`src/rtl/axil_uart_pkg.sv`:
```
// Shared constants and FSM state types for the AXI4-Lite UART controller.
package axil_uart_pkg;

    // Register word indices, decoded from address bits [3:2]
    localparam logic [1:0] ADDR_RX   = 2'd0;
    localparam logic [1:0] ADDR_TX   = 2'd1;
    localparam logic [1:0] ADDR_STAT = 2'd2;
    localparam logic [1:0] ADDR_CTRL = 2'd3;

    // STAT register bit positions
    localparam int unsigned STAT_RX_VALID = 0;
    localparam int unsigned STAT_RX_EN    = 1;
    localparam int unsigned STAT_TX_FULL  = 3;
    localparam int unsigned STAT_INTR_EN  = 4;

    // CTRL register bit positions
    localparam int unsigned CTRL_RX_EN   = 0;
    localparam int unsigned CTRL_INTR_EN = 4;

    localparam logic [1:0] RESP_OKAY   = 2'b00;
    localparam logic [1:0] RESP_SLVERR = 2'b10;

    typedef enum logic {W_IDLE, W_RESP} wr_state_e;
    typedef enum logic {R_IDLE, R_DATA} rd_state_e;

endpackage

```
`src/rtl/axil_uart_ctrl.sv`:
```
// AXI4-Lite register front end for a UART FIFO pair: register map, FIFO
// push/pop strobes, receiver enable and edge-triggered interrupt.
// All outputs are registered so they are all low while reset is asserted.
// The cycle with AWREADY/ARREADY high is the accept cycle; strobes fire there.
module axil_uart_ctrl
    import axil_uart_pkg::*;
#(
    parameter int C_S_AXI_ADDR_WIDTH = 4,
    parameter int C_S_AXI_DATA_WIDTH = 32
) (
    input  logic                            S_AXI_ACLK,
    input  logic                            S_AXI_ARESETN,
    input  logic [C_S_AXI_ADDR_WIDTH-1:0]   S_AXI_AWADDR,
    input  logic                            S_AXI_AWVALID,
    output logic                            S_AXI_AWREADY,
    input  logic [C_S_AXI_DATA_WIDTH-1:0]   S_AXI_WDATA,
    input  logic [C_S_AXI_DATA_WIDTH/8-1:0] S_AXI_WSTRB,
    input  logic                            S_AXI_WVALID,
    output logic                            S_AXI_WREADY,
    output logic [1:0]                      S_AXI_BRESP,
    output logic                            S_AXI_BVALID,
    input  logic                            S_AXI_BREADY,
    input  logic [C_S_AXI_ADDR_WIDTH-1:0]   S_AXI_ARADDR,
    input  logic                            S_AXI_ARVALID,
    output logic                            S_AXI_ARREADY,
    output logic [C_S_AXI_DATA_WIDTH-1:0]   S_AXI_RDATA,
    output logic [1:0]                      S_AXI_RRESP,
    output logic                            S_AXI_RVALID,
    input  logic                            S_AXI_RREADY,
    input  logic [7:0]                      RX_data,
    input  logic                            Empty,
    output logic                            rd_uart_en,
    output logic [7:0]                      TX_data,
    output logic                            wr_uart_en,
    input  logic                            Full,
    output logic                            Enable_rx,
    output logic                            Interrupt
);

    wr_state_e r_wstate, w_wstate_d;
    rd_state_e r_rstate, w_rstate_d;

    logic                          r_awready, w_awready_d;
    logic                          r_bvalid, w_bvalid_d;
    logic [1:0]                    r_bresp, w_bresp_d;
    logic                          r_wr_en, w_wr_en_d;
    logic [7:0]                    r_tx_data, w_tx_data_d;
    logic                          r_rx_en, w_rx_en_d;
    logic                          r_intr_en, w_intr_en_d;
    logic                          r_arready, w_arready_d;
    logic                          r_rvalid, w_rvalid_d;
    logic [1:0]                    r_rresp, w_rresp_d;
    logic [C_S_AXI_DATA_WIDTH-1:0] r_rdata, w_rdata_d;
    logic                          r_rd_en, w_rd_en_d;
    logic                          r_empty_dly, r_full_dly;
    logic                          r_intr, w_intr_d;
    logic                          w_aw_go, w_ar_go;
    logic                          w_unused;

    // Only word-aligned byte lane 0 carries meaningful write data
    assign w_unused = ^{S_AXI_AWADDR[1:0], S_AXI_ARADDR[1:0], S_AXI_WDATA[31:5],
                        S_AXI_WDATA[3:1], S_AXI_WSTRB[3:1]};

    // A request is decided one cycle before its READY pulse; the pulse cycle blocks re-decision
    assign w_aw_go = (r_wstate == W_IDLE) && !r_awready && S_AXI_AWVALID && S_AXI_WVALID;
    assign w_ar_go = (r_rstate == R_IDLE) && !r_arready && S_AXI_ARVALID;

    // State registers for both channel FSMs
    always_ff @(posedge S_AXI_ACLK or negedge S_AXI_ARESETN) begin
        if (!S_AXI_ARESETN) begin
            r_wstate <= W_IDLE;
            r_rstate <= R_IDLE;
        end else begin
            r_wstate <= w_wstate_d;
            r_rstate <= w_rstate_d;
        end
    end

    // Next-state logic: enter response state after the accept cycle, leave on handshake
    always_comb begin
        w_wstate_d = r_wstate;
        w_rstate_d = r_rstate;
        unique case (r_wstate)
            W_IDLE:  if (r_awready) w_wstate_d = W_RESP;
            W_RESP:  if (S_AXI_BREADY) w_wstate_d = W_IDLE;
            default: w_wstate_d = W_IDLE;
        endcase
        unique case (r_rstate)
            R_IDLE:  if (r_arready) w_rstate_d = R_DATA;
            R_DATA:  if (S_AXI_RREADY) w_rstate_d = R_IDLE;
            default: w_rstate_d = R_IDLE;
        endcase
    end

    // Write channel outputs, TX push and CTRL update
    always_comb begin
        w_awready_d = 1'b0;
        w_wr_en_d   = 1'b0;
        w_tx_data_d = r_tx_data;
        w_bresp_d   = r_bresp;
        w_bvalid_d  = r_bvalid;
        w_rx_en_d   = r_rx_en;
        w_intr_en_d = r_intr_en;
        if (w_aw_go) begin
            w_awready_d = 1'b1;
            w_bresp_d   = RESP_SLVERR;
            case (S_AXI_AWADDR[3:2])
                ADDR_TX: begin
                    if (!S_AXI_WSTRB[0]) begin
                        w_bresp_d = RESP_OKAY;
                    end else if (!Full) begin
                        w_bresp_d   = RESP_OKAY;
                        w_wr_en_d   = 1'b1;
                        w_tx_data_d = S_AXI_WDATA[7:0];
                    end
                end
                ADDR_CTRL: begin
                    w_bresp_d = RESP_OKAY;
                    if (S_AXI_WSTRB[0]) begin
                        w_rx_en_d   = S_AXI_WDATA[CTRL_RX_EN];
                        w_intr_en_d = S_AXI_WDATA[CTRL_INTR_EN];
                    end
                end
                default: ;
            endcase
        end
        if (r_awready) w_bvalid_d = 1'b1;
        if ((r_wstate == W_RESP) && S_AXI_BREADY) w_bvalid_d = 1'b0;
    end

    // Read channel outputs and RX pop; read data is frozen once captured
    always_comb begin
        w_arready_d = 1'b0;
        w_rd_en_d   = 1'b0;
        w_rdata_d   = r_rdata;
        w_rresp_d   = r_rresp;
        w_rvalid_d  = r_rvalid;
        if (w_ar_go) begin
            w_arready_d = 1'b1;
            w_rresp_d   = RESP_OKAY;
            w_rdata_d   = '0;
            case (S_AXI_ARADDR[3:2])
                ADDR_RX: begin
                    if (!Empty) begin
                        w_rdata_d[7:0] = RX_data;
                        w_rd_en_d      = 1'b1;
                    end else begin
                        w_rresp_d = RESP_SLVERR;
                    end
                end
                ADDR_STAT: begin
                    w_rdata_d[STAT_RX_VALID] = !Empty;
                    w_rdata_d[STAT_RX_EN]    = r_rx_en;
                    w_rdata_d[STAT_TX_FULL]  = Full;
                    w_rdata_d[STAT_INTR_EN]  = r_intr_en;
                end
                ADDR_CTRL: begin
                    w_rdata_d[CTRL_RX_EN]   = r_rx_en;
                    w_rdata_d[CTRL_INTR_EN] = r_intr_en;
                end
                default: ;
            endcase
        end
        if (r_arready) w_rvalid_d = 1'b1;
        if ((r_rstate == R_DATA) && S_AXI_RREADY) w_rvalid_d = 1'b0;
    end

    // Interrupt on RX-not-empty rising or TX-full falling; edges while disabled are dropped
    always_comb begin
        w_intr_d = r_intr_en && ((r_empty_dly && !Empty) || (r_full_dly && !Full));
    end

    // Registered outputs and edge-detect history
    always_ff @(posedge S_AXI_ACLK or negedge S_AXI_ARESETN) begin
        if (!S_AXI_ARESETN) begin
            r_awready   <= 1'b0;
            r_bvalid    <= 1'b0;
            r_bresp     <= RESP_OKAY;
            r_wr_en     <= 1'b0;
            r_tx_data   <= '0;
            r_rx_en     <= 1'b0;
            r_intr_en   <= 1'b0;
            r_arready   <= 1'b0;
            r_rvalid    <= 1'b0;
            r_rresp     <= RESP_OKAY;
            r_rdata     <= '0;
            r_rd_en     <= 1'b0;
            r_empty_dly <= 1'b1;
            r_full_dly  <= 1'b0;
            r_intr      <= 1'b0;
        end else begin
            r_awready   <= w_awready_d;
            r_bvalid    <= w_bvalid_d;
            r_bresp     <= w_bresp_d;
            r_wr_en     <= w_wr_en_d;
            r_tx_data   <= w_tx_data_d;
            r_rx_en     <= w_rx_en_d;
            r_intr_en   <= w_intr_en_d;
            r_arready   <= w_arready_d;
            r_rvalid    <= w_rvalid_d;
            r_rresp     <= w_rresp_d;
            r_rdata     <= w_rdata_d;
            r_rd_en     <= w_rd_en_d;
            r_empty_dly <= Empty;
            r_full_dly  <= Full;
            r_intr      <= w_intr_d;
        end
    end

    assign S_AXI_AWREADY = r_awready;
    assign S_AXI_WREADY  = r_awready;
    assign S_AXI_BVALID  = r_bvalid;
    assign S_AXI_BRESP   = r_bresp;
    assign S_AXI_ARREADY = r_arready;
    assign S_AXI_RVALID  = r_rvalid;
    assign S_AXI_RRESP   = r_rresp;
    assign S_AXI_RDATA   = r_rdata;
    assign wr_uart_en    = r_wr_en;
    assign TX_data       = r_tx_data;
    assign rd_uart_en    = r_rd_en;
    assign Enable_rx     = r_rx_en;
    assign Interrupt     = r_intr;

endmodule

```
`config.mk`:
```
export PLATFORM = sky130hd
export DESIGN_NAME = axil_uart_ctrl
export DESIGN_NICKNAME = d
export VERILOG_FILES = /design/src/rtl/axil_uart_pkg.sv /design/src/rtl/axil_uart_ctrl.sv
export SDC_FILE = /design/constraint.sdc
export NUM_CORES = 1
export LEC_CHECK = 0
export ABC_AREA = 1
export BUFFER_PORTS_ARGS = -buffer_cell sky130_fd_sc_hd__buf_2
export CAP_MARGIN = 20
export CORE_MARGIN = 4
export CORE_UTILIZATION = 36
export CTS_CLUSTER_DIAMETER = 120
export CTS_CLUSTER_SIZE = 28
export DETAILED_ROUTE_END_ITERATION = 12
export GPL_ROUTABILITY_DRIVEN = 1
export PLACE_DENSITY = 0.87
export SLEW_MARGIN = 15
export SYNTH_ARGS = -nofsm -noshare
export SYNTH_HDL_FRONTEND = slang
export SYNTH_SLANG_ARGS = --single-unit
```
`constraint.sdc`:
```
create_clock -name S_AXI_ACLK -period 1 [get_ports S_AXI_ACLK]
set_input_delay 0.05 -clock S_AXI_ACLK [delete_from_list [all_inputs] [get_ports S_AXI_ACLK]]
set_output_delay 0.05 -clock S_AXI_ACLK [all_outputs]
set_load 0.03 [all_outputs]
```
### Yosys cells after proc, flatten, opt, wreduce, memory -nomap -nowiden

Index checks and enable logic that the tools add are counted.

| word-level totals | value |
|---|---|
| output and inout port bits | 53 |
| latch bits | 0 |
| memories kept | 0 |
| logic and storage cells | 76 |
| register bits | 33 |
| bits in read-only memories | 0 |
| RAM bits | 0 |

| cells by class | value |
|---|---|
| order comparisons | 0 |
| $add $sub $neg | 0 |
| reductions and logical operators | 21 |
| bitwise operators | 3 |
| shift operators | 0 |
| mux-type cells | 31 |
| equality and inequality tests | 4 |
| divide/modulo/power cells | 0 |
| multipliers | 0 |

Operator list:

| kind | number |
|---|---|
| $mux 1 | 18 |
| $logic_and 1x1->1 | 10 |
| $pmux 1 s2 | 5 |
| $mux 2 | 4 |
| $mux 8 | 1 |
| $eq 2x2->1 const B | 3 |
| $logic_not 1->1 | 4 |
| $pmux 2 s2 | 1 |
| $reduce_and 4->1 | 1 |
| $reduce_bool 2->1 | 2 |
| $mux 3 | 1 |
| $not 1->1 | 3 |
| $pmux 1 s3 | 1 |
| $reduce_and 3->1 | 1 |
| $eq 2x1->1 const B | 1 |
| $logic_not 2->1 | 1 |
| $reduce_or 2->1 | 1 |
| $logic_or 1x1->1 | 1 |

### Longest topological paths before layout

Gate-level depths: netlist of the first run.

| logic depth | value |
|---|---|
| word-level depth | 5 |
| depth in mapped cells | 6 |
| depth with buffers taken out | 6 |

### Worst setup path before layout of the first run

No wires, ideal clock.

| path | value |
|---|---|
| path kind | register -> register |
| start point | reg r_awready, in the netlist S_AXI_AWREADY |
| end point | reg r_tx_data[2], in the netlist TX_data[2] |
| buffers on the path | 1 |
| arrival | 1.171 ns |
| required time | 0.933 ns |
| cell stages (with the launch flop) | 7 |
| period minus slack after synthesis | 1.238 ns |
| slack | -0.238 ns |
| cell sequence | dfrtp_1 inv_1 nand2_1 nor2_2 buf_4 nand3_1 nand2_1 |

| between the ends | value |
|---|---|
| word-level cells in the longest chain between the ends | 5 |

Ends and longest elaborated chain:

| what | line | text |
|---|---|---|
| from (decl) | axil_uart_ctrl.sv:43 | `logic r_awready, w_awready_d;` |
| from (signal assigned) | axil_uart_ctrl.sv:192 | `r_awready <= w_awready_d;` |
| $logic_not 1->1 | axil_uart_ctrl.sv:65 | `assign w_aw_go = (r_wstate == W_IDLE) && !r_awready && S_AXI_AWVALID && S_AXI_WVALID;` |
| $logic_and 1x1->1 (3 in a row) | axil_uart_ctrl.sv:65 |  |
| named net w_aw_go | axil_uart_ctrl.sv:57 | `logic w_aw_go, w_ar_go;` |
| $reduce_and 4->1 (no line) | -- |  |
| to (signal assigned) | axil_uart_ctrl.sv:196 | `r_tx_data <= w_tx_data_d;` |
| to (decl) | axil_uart_ctrl.sv:47 | `logic [7:0] r_tx_data, w_tx_data_d;` |

The timed path passes the listed nets, and every way through them passes these cells.
A chain may end at the register's enable or synchronous reset.

### Final worst setup path of the first run

| path | value |
|---|---|
| start point | reg r_awready, in the netlist S_AXI_AWREADY |
| end point | reg r_tx_data[5], in the netlist TX_data[5] |

| between the ends | value |
|---|---|
| word-level cells in the longest chain between the ends | 5 |

Ends and longest elaborated chain:

| what | line |
|---|---|
| $logic_not 1->1 | axil_uart_ctrl.sv:65 |
| $logic_and 1x1->1 (3 in a row) | axil_uart_ctrl.sv:65 |
| $reduce_and 4->1 (no line) | -- |

Every way passes these cells.

==> results of run 1 <==
[worst max-delay path: stages, from the launching register on]
cell and delay, ps:
dfrtp_2 410, inv_2 70, nand2_4 50, nor2_4 180
nand2_2 120, nand2_1 80, nand2_1 50
[worst max-delay path by stage]
stage               cells after the start         end  slack [ps]          start
finish                                  6  TX_data[5]         -70  S_AXI_AWREADY
global route                            6  TX_data[7]        -150  S_AXI_AWREADY
CTS                                     6  TX_data[5]         -70  S_AXI_AWREADY
detailed placement                      6  TX_data[3]        -100  S_AXI_AWREADY
global placement                        6  TX_data[1]         -50  S_AXI_AWREADY
floorplan                               6  TX_data[2]        -110  S_AXI_AWREADY
[through the flow]
stage	setup TNS, ps	setup WS [ps]
6_report	-729	-71.3
5_1_grt	-1710	-154
4_1_cts	-616	-65.2
3_5_place_dp	-1010	-97.4
3_3_place_gp	-522	-54.7
2_1_floorplan	-1140	-111
[what timing repair did]
| action | CTS | global route |
|---|---|---|
| endpoints found under the setup margin | 19 | 25 |
| setup buffers | 2 | 4 |
| cloned | 2 | 0 |
| resized for setup | 17 | 19 |
| pin swaps | 6 | 6 |
| hold buffers | 11 | 0 |
| hold endpoints to repair | 41 | 0 |
[per-layer routing]
metal	up-vias	track usage (%)	part of all wire, %
li1	665	-	-
met1	586	16.8	37
met2	60	25.3	53
met3	3	5.26	9.0
met4	0	5.01	0.41
met5	-	0	0
[synth_stat cells]
| cell type | n |
|---|---|
| nand2_1 | 60 |
| a21oi_1 | 2 |
| nor3_4 | 1 |
| nor2_4 | 1 |
| dfrtp_1 | 30 |
| buf_2 | 1 |
| dfstp_2 | 1 |
| nand2_2 | 1 |
| nand3_1 | 15 |
| a21boi_0 | 1 |
| inv_2 | 1 |
| inv_1 | 12 |
| nand2_4 | 1 |
| o21a_1 | 1 |
| nand4_1 | 3 |
| nor2_2 | 1 |
| nor2_1 | 9 |
| conb_1 | 1 |
| o21ai_0 | 2 |
| buf_4 | 28 |
[kinds of logic (layout without fill, tap and decap cells)]
group	after synthesis	after routing	share of synthesized area (%)
compound gates	6	6	2.36
buf+inv	42	106	17.8
flops	31	31	52.4
other cells	1	26	0.253
simple gates	92	94	27.2
[cells in the final DEF, fill, tap and decap left out]
master and instances:
buf_6 7, nand3_4 1, clkbuf_8 6, nor3_4 1
nand3_2 3, nor2_2 1, buf_4 15, a21boi_0 1
o21ai_0 1, o21ai_1 1, o21a_1 1, nor2_1 7
dlygate4sd3_1 11, dfstp_2 1, nand2_1 46, nor2_4 4
buf_2 52, nand2_4 3, dfrtp_2 2, nand4_1 3
clkinv_2 1, nand2_2 14, inv_1 8, dfrtp_1 28
nand3_1 11, bufinv_16 1, a21oi_1 2, conb_1 26
inv_2 5
[area by class of cell]
cell class              count  area share (%)
repair buffers             85            25.4
flip-flops and latches     31            35.2
well taps                  50            2.83
inverters                  13            2.21
clock buffers               6            3.73
clock inverters             2            1.58
multi-input cells         126            29.0
[power by group]
| part | internal (mW) | leakage, nW | switching (mW) | total, mW |
|---|---|---|---|---|
| logic | 0.843 | 0.823 | 1.48 | 2.32 |
| registers | 1.62 | 0.401 | 0.237 | 1.86 |
| clock network | 0.805 | 0.0612 | 0.457 | 1.26 |
| total | 3.27 | 1.28 | 2.17 | 5.44 |
==> results.ini, run 1 <==
[synth]
ys_seq_area_share_pct=52.4
synth_top_area_share_pct=50.6
syn_avg_cell_area_um2=8.63
synth_area_leaders=dfrtp_1 51%, nand2_1 15%, buf_4 14%
yosysUniqueCellTypes=20
syn_inst=172
ys_warn_count=0
ys_ff_latch=31
synth_top_area_cell=dfrtp_1
synthesis.area_mm2=0.00148

[sta]
max_freq_mhz=933
skew_ps=8.16
hold_viol=0
hold_ws_ps=14.6
setup_ws_ps=-71.3
rsz0062_at_grt=yes
min_period_ps=1070
setup_viol=13
finalCritPeriodShare_pct=107
slew_viol_final=0

[final_layout]
syn2layout_area_growth_pct=49.1
ff_latch_area_um2=779
fin_area_mm2=0.00221
multi_input_area_um2=642
fin_util_pct=55.3
num-fill-cells=370
finalNetCount=323
drive_above_1_share_pct=44.5
final_cells=313
diodes=0

[routing]
drtIter0Drc=70
firstDrtPassIters=4
routedWlPerCell_um=11.8
drc=0
ant_nets=0
num_vias=1314
viasPerCell=4.20
wl_mm=3.69

[global_route]
overflow=0
grt_max_degree=14
grt_use_total_pct=14.7
grt_pass1_vias=1258
grt_pass1_wl_mm=5.82
antenna_found_initial=0

[outcome]
violations=setup timing
status=complete, but fails checks

[critical_path]
worstRegToRegCells=6
path_class=flop to flop
r2r_start=S_AXI_AWREADY
r2r_end=TX_data[5]
worst_ep_arrival_time_ps=1250
startpoint_type=flop
crit_fanout=5
crit_path_end_kind=flop
worstPathRequired_ps=1180
reg2reg_slack_ps=-70

[power_and_ir_drop]
power_mw=5.44
power.leakage_nw=1.28
power_density_mw_per_mm2=2460
peakVddDrop_v=0.00142

[cts]
cts_buffers=5
cts_buffer_depth=2
cts-root-buf=clkbuf_8
clkTransAtPathRegs_ps=70
cts_max_level=2
cts_tree=built
clock-sinks=31
worstSkewPairLatency_ps=280

[die]
rows=23
fp.dieH_um=72.2
initial_core_util_pct=37.1
dieArea_mm2=0.00521
die_w_um=72.2
ios=114
fp.coreArea_mm2=0.00400

[place]
hpwlAfterDp_mm=2.61
place_congestion=0.737
placedInstanceArea_mm2=0.00181
port-buffer-count=56
dpl.cell_count=286

[hold_path]
hp-class=input port to flop
min_from=S_AXI_WDATA[7]
holdPathStages=3
min_to=TX_data[7]

[run]
max-cap-violations=0

Note: power is estimated with default switching activity, not from simulation.
==> inputs of run 2 (changes only) <==
--- a/config.mk
+++ b/config.mk
@@ -8,6 +8,7 @@
 export ABC_AREA = 1
 export BUFFER_PORTS_ARGS = -buffer_cell sky130_fd_sc_hd__buf_2
 export CAP_MARGIN = 20
+export CORE_ASPECT_RATIO = 1.4
 export CORE_MARGIN = 4
 export CORE_UTILIZATION = 36
 export CTS_CLUSTER_DIAMETER = 120
==> run 2 against run 1 <==
The run still ends with setup timing left. Register-to-register slack worse by 20 ps. Clock skew down 3.5 ps. Utilization fell by 2.0 points. Sequential share of layout area increased by 1.8 points. Sequential cell count stayed put. Critical path depth decreased by 3. Final cell count is 4.8% lower. Largest power group unchanged. Power shrank 8.3%. Critical endpoint is now S_AXI_AWREADY. Clock-buffer cell count grew 1. Maximum frequency is 3.0% lower.
==> results.ini, run 2 (synthesis gave the netlist of run 1 again) <==
[outcome]
status=complete, but fails checks
violations=setup timing

[cts]
cts_max_level=2  ; unchanged
cts_tree=built
clock-sinks=31  ; unchanged
cts-root-buf=clkbuf_8
worstSkewPairLatency_ps=270  ; about the same
cts_buffer_depth=2  ; unchanged
clkTransAtPathRegs_ps=60  ; about the same
cts_buffers=5  ; unchanged

[global_route]
overflow=0  ; unchanged
grt_pass1_wl_mm=5.85  ; +0.60%
grt_use_total_pct=13.6  ; -1.0 points
grt_pass1_vias=1303  ; +3.6%
grt_max_degree=15  ; +1
antenna_found_initial=0  ; unchanged

[sta]
hold_viol=0  ; unchanged
min_period_ps=1100  ; +33.3 ps
skew_ps=4.64  ; -3.52 ps
max_freq_mhz=905  ; -3.0%
setup_viol=13  ; unchanged
setup_ws_ps=-105  ; -33.3 ps
setup_tns_ps=-996  ; -266 ps
rsz0062_at_grt=yes
finalCritPeriodShare_pct=110  ; +3.3 points
slew_viol_final=0  ; unchanged

[die]
ios=114  ; unchanged
fp.coreArea_mm2=0.00395  ; -1.2%
dieArea_mm2=0.00523  ; +0.28%
die_w_um=62.3  ; -14%
rows=27  ; +17%
initial_core_util_pct=37.5  ; +0.45 points
fp.dieH_um=84.0  ; +16%

[power_and_ir_drop]
power.leakage_nw=1.25  ; -3.0%
power_density_mw_per_mm2=2370  ; -3.7%
peakVddDrop_v=0.00169  ; +20%

[hold_path]
min_from=S_AXI_WDATA[6]
min_to=TX_data[6]
hp-class=input port to flop
holdPathStages=3  ; unchanged

[critical_path]
r2r_end=TX_data[2]
crit_path_end_kind=output port
crit_fanout=3  ; -2
r2r_start=S_AXI_AWREADY
path_class=flop to output port
startpoint_type=flop
worstRegToRegCells=6  ; unchanged
worstPathRequired_ps=950  ; -230 ps
reg2reg_slack_ps=-90  ; -20 ps
worst_ep_arrival_time_ps=1050  ; -200 ps

[final_layout]
final_cell_mix=53 x buf_2, 50 x nand2_1, 28 x dfrtp_1, 26 x conb_1, 14 x nand3_1
drive_above_1_share_pct=41.6  ; -2.9 points
finalNetCount=315  ; -2.5%
diodes=0  ; unchanged
final_cells=298  ; -4.8%
final_common_cell=buf_2
num-fill-cells=378  ; +2.2%
syn2layout_area_growth_pct=42.0
fin_util_pct=53.3  ; -2.0 points

[routing]
num_vias=1301  ; -0.99%
drtIter0Drc=55  ; -21%
ant_nets=0  ; unchanged
viasPerCell=4.37  ; +4.0%
drc=0  ; unchanged
routedWlPerCell_um=11.7  ; -0.58%
wl_mm=3.49  ; -5.3%
firstDrtPassIters=4  ; unchanged

[place]
place_congestion=0.833  ; +13%
place_ws_ps=-97.8  ; -0.424 ps
dpl.cell_count=278  ; -2.8%
port-buffer-count=56  ; unchanged
hpwlAfterDp_mm=2.60  ; -0.48%

[run]
max-cap-violations=0  ; unchanged

==> run 2: changes by cell type in the layout (fill, tap and decap cells not counted), moves of 2 or more <==
cell | before | now
buf_4 | 15 | 6
nand2_2 | 14 | 9
buf_6 | 7 | 11
nand2_1 | 46 | 50
dlygate4sd3_1 | 11 | 8
nand3_1 | 11 | 14
nand3_2 | 3 | 0
clkbuf_1 | 0 | 2
==> run 2: routing by layer <==
metal	wire length (um)	share of wire, %	track usage [%]	vias to the layer above
li1	-	-	-	640
met1	1370	39	16.2	599
met2	1780	51	23.6	60
met3	322	9.2	3.91	2
met4	14	0.40	4.05	0
met5	0	0	0	-
==> run 2: worst max path at each step <==
stage	startpoint	endpoint	slack [ps]	cells after the start
2_1_floorplan	S_AXI_AWREADY	TX_data[2]	-110	6
3_3_place_gp	S_AXI_AWREADY	TX_data[1]	-30	6
3_5_place_dp	S_AXI_AWREADY	S_AXI_BRESP[1]	-100	6
4_1_cts	S_AXI_AWREADY	S_AXI_WREADY	-110	3
5_1_grt	S_AXI_AWREADY	TX_data[1]	-170	6
6_report	S_AXI_AWREADY	S_AXI_AWREADY	-100	3
==> run 2: metrics by stage <==
step	total power [mW]	cell area [um^2]	hold WS [ps]
floorplan	3.19	1610	-246
global placement	3.69	1800	-66.0
detailed placement	3.75	1800	-62.0
CTS	4.81	2030	0.727
global route	5.29	2110	9.63
finish	4.99	2110	2.65
==> run 2: what timing repair did <==
item | CTS | global route
endpoints found under the setup margin | 19 | 25
endpoints found under the hold margin | 38 | 0
setup buffers | 2 | 2
pin swaps | 2 | 8
hold buffers | 8 | 0
gates resized for setup | 16 | 20
==> run 2: final cells by class <==
cell class,instances,area [um^2],area share (%)
sequential,31,779,37.0
multi-input combinational,124,614,29.2
timing repair buffer,79,529,25.1
clock buffer,7,76.3,3.62
tap,43,53.8,2.55
inverter,13,48.8,2.32
clock inverter,1,5.00,0.238
==> run 2: critical path, cell delays in order (launching register included) <==
cell and delay, ps:
dfrtp_2 420, buf_6 130, buf_6 110, buf_6 130
==> run 2: where the power goes <==
group	total (mW)	leakage (nW)	switching, mW	internal (mW)
Sequential	1.86	0.401	0.242	1.62
Clock	0.904	0.0422	0.417	0.487
Combinational	2.22	0.804	1.44	0.780
Total	4.99	1.25	2.10	2.89
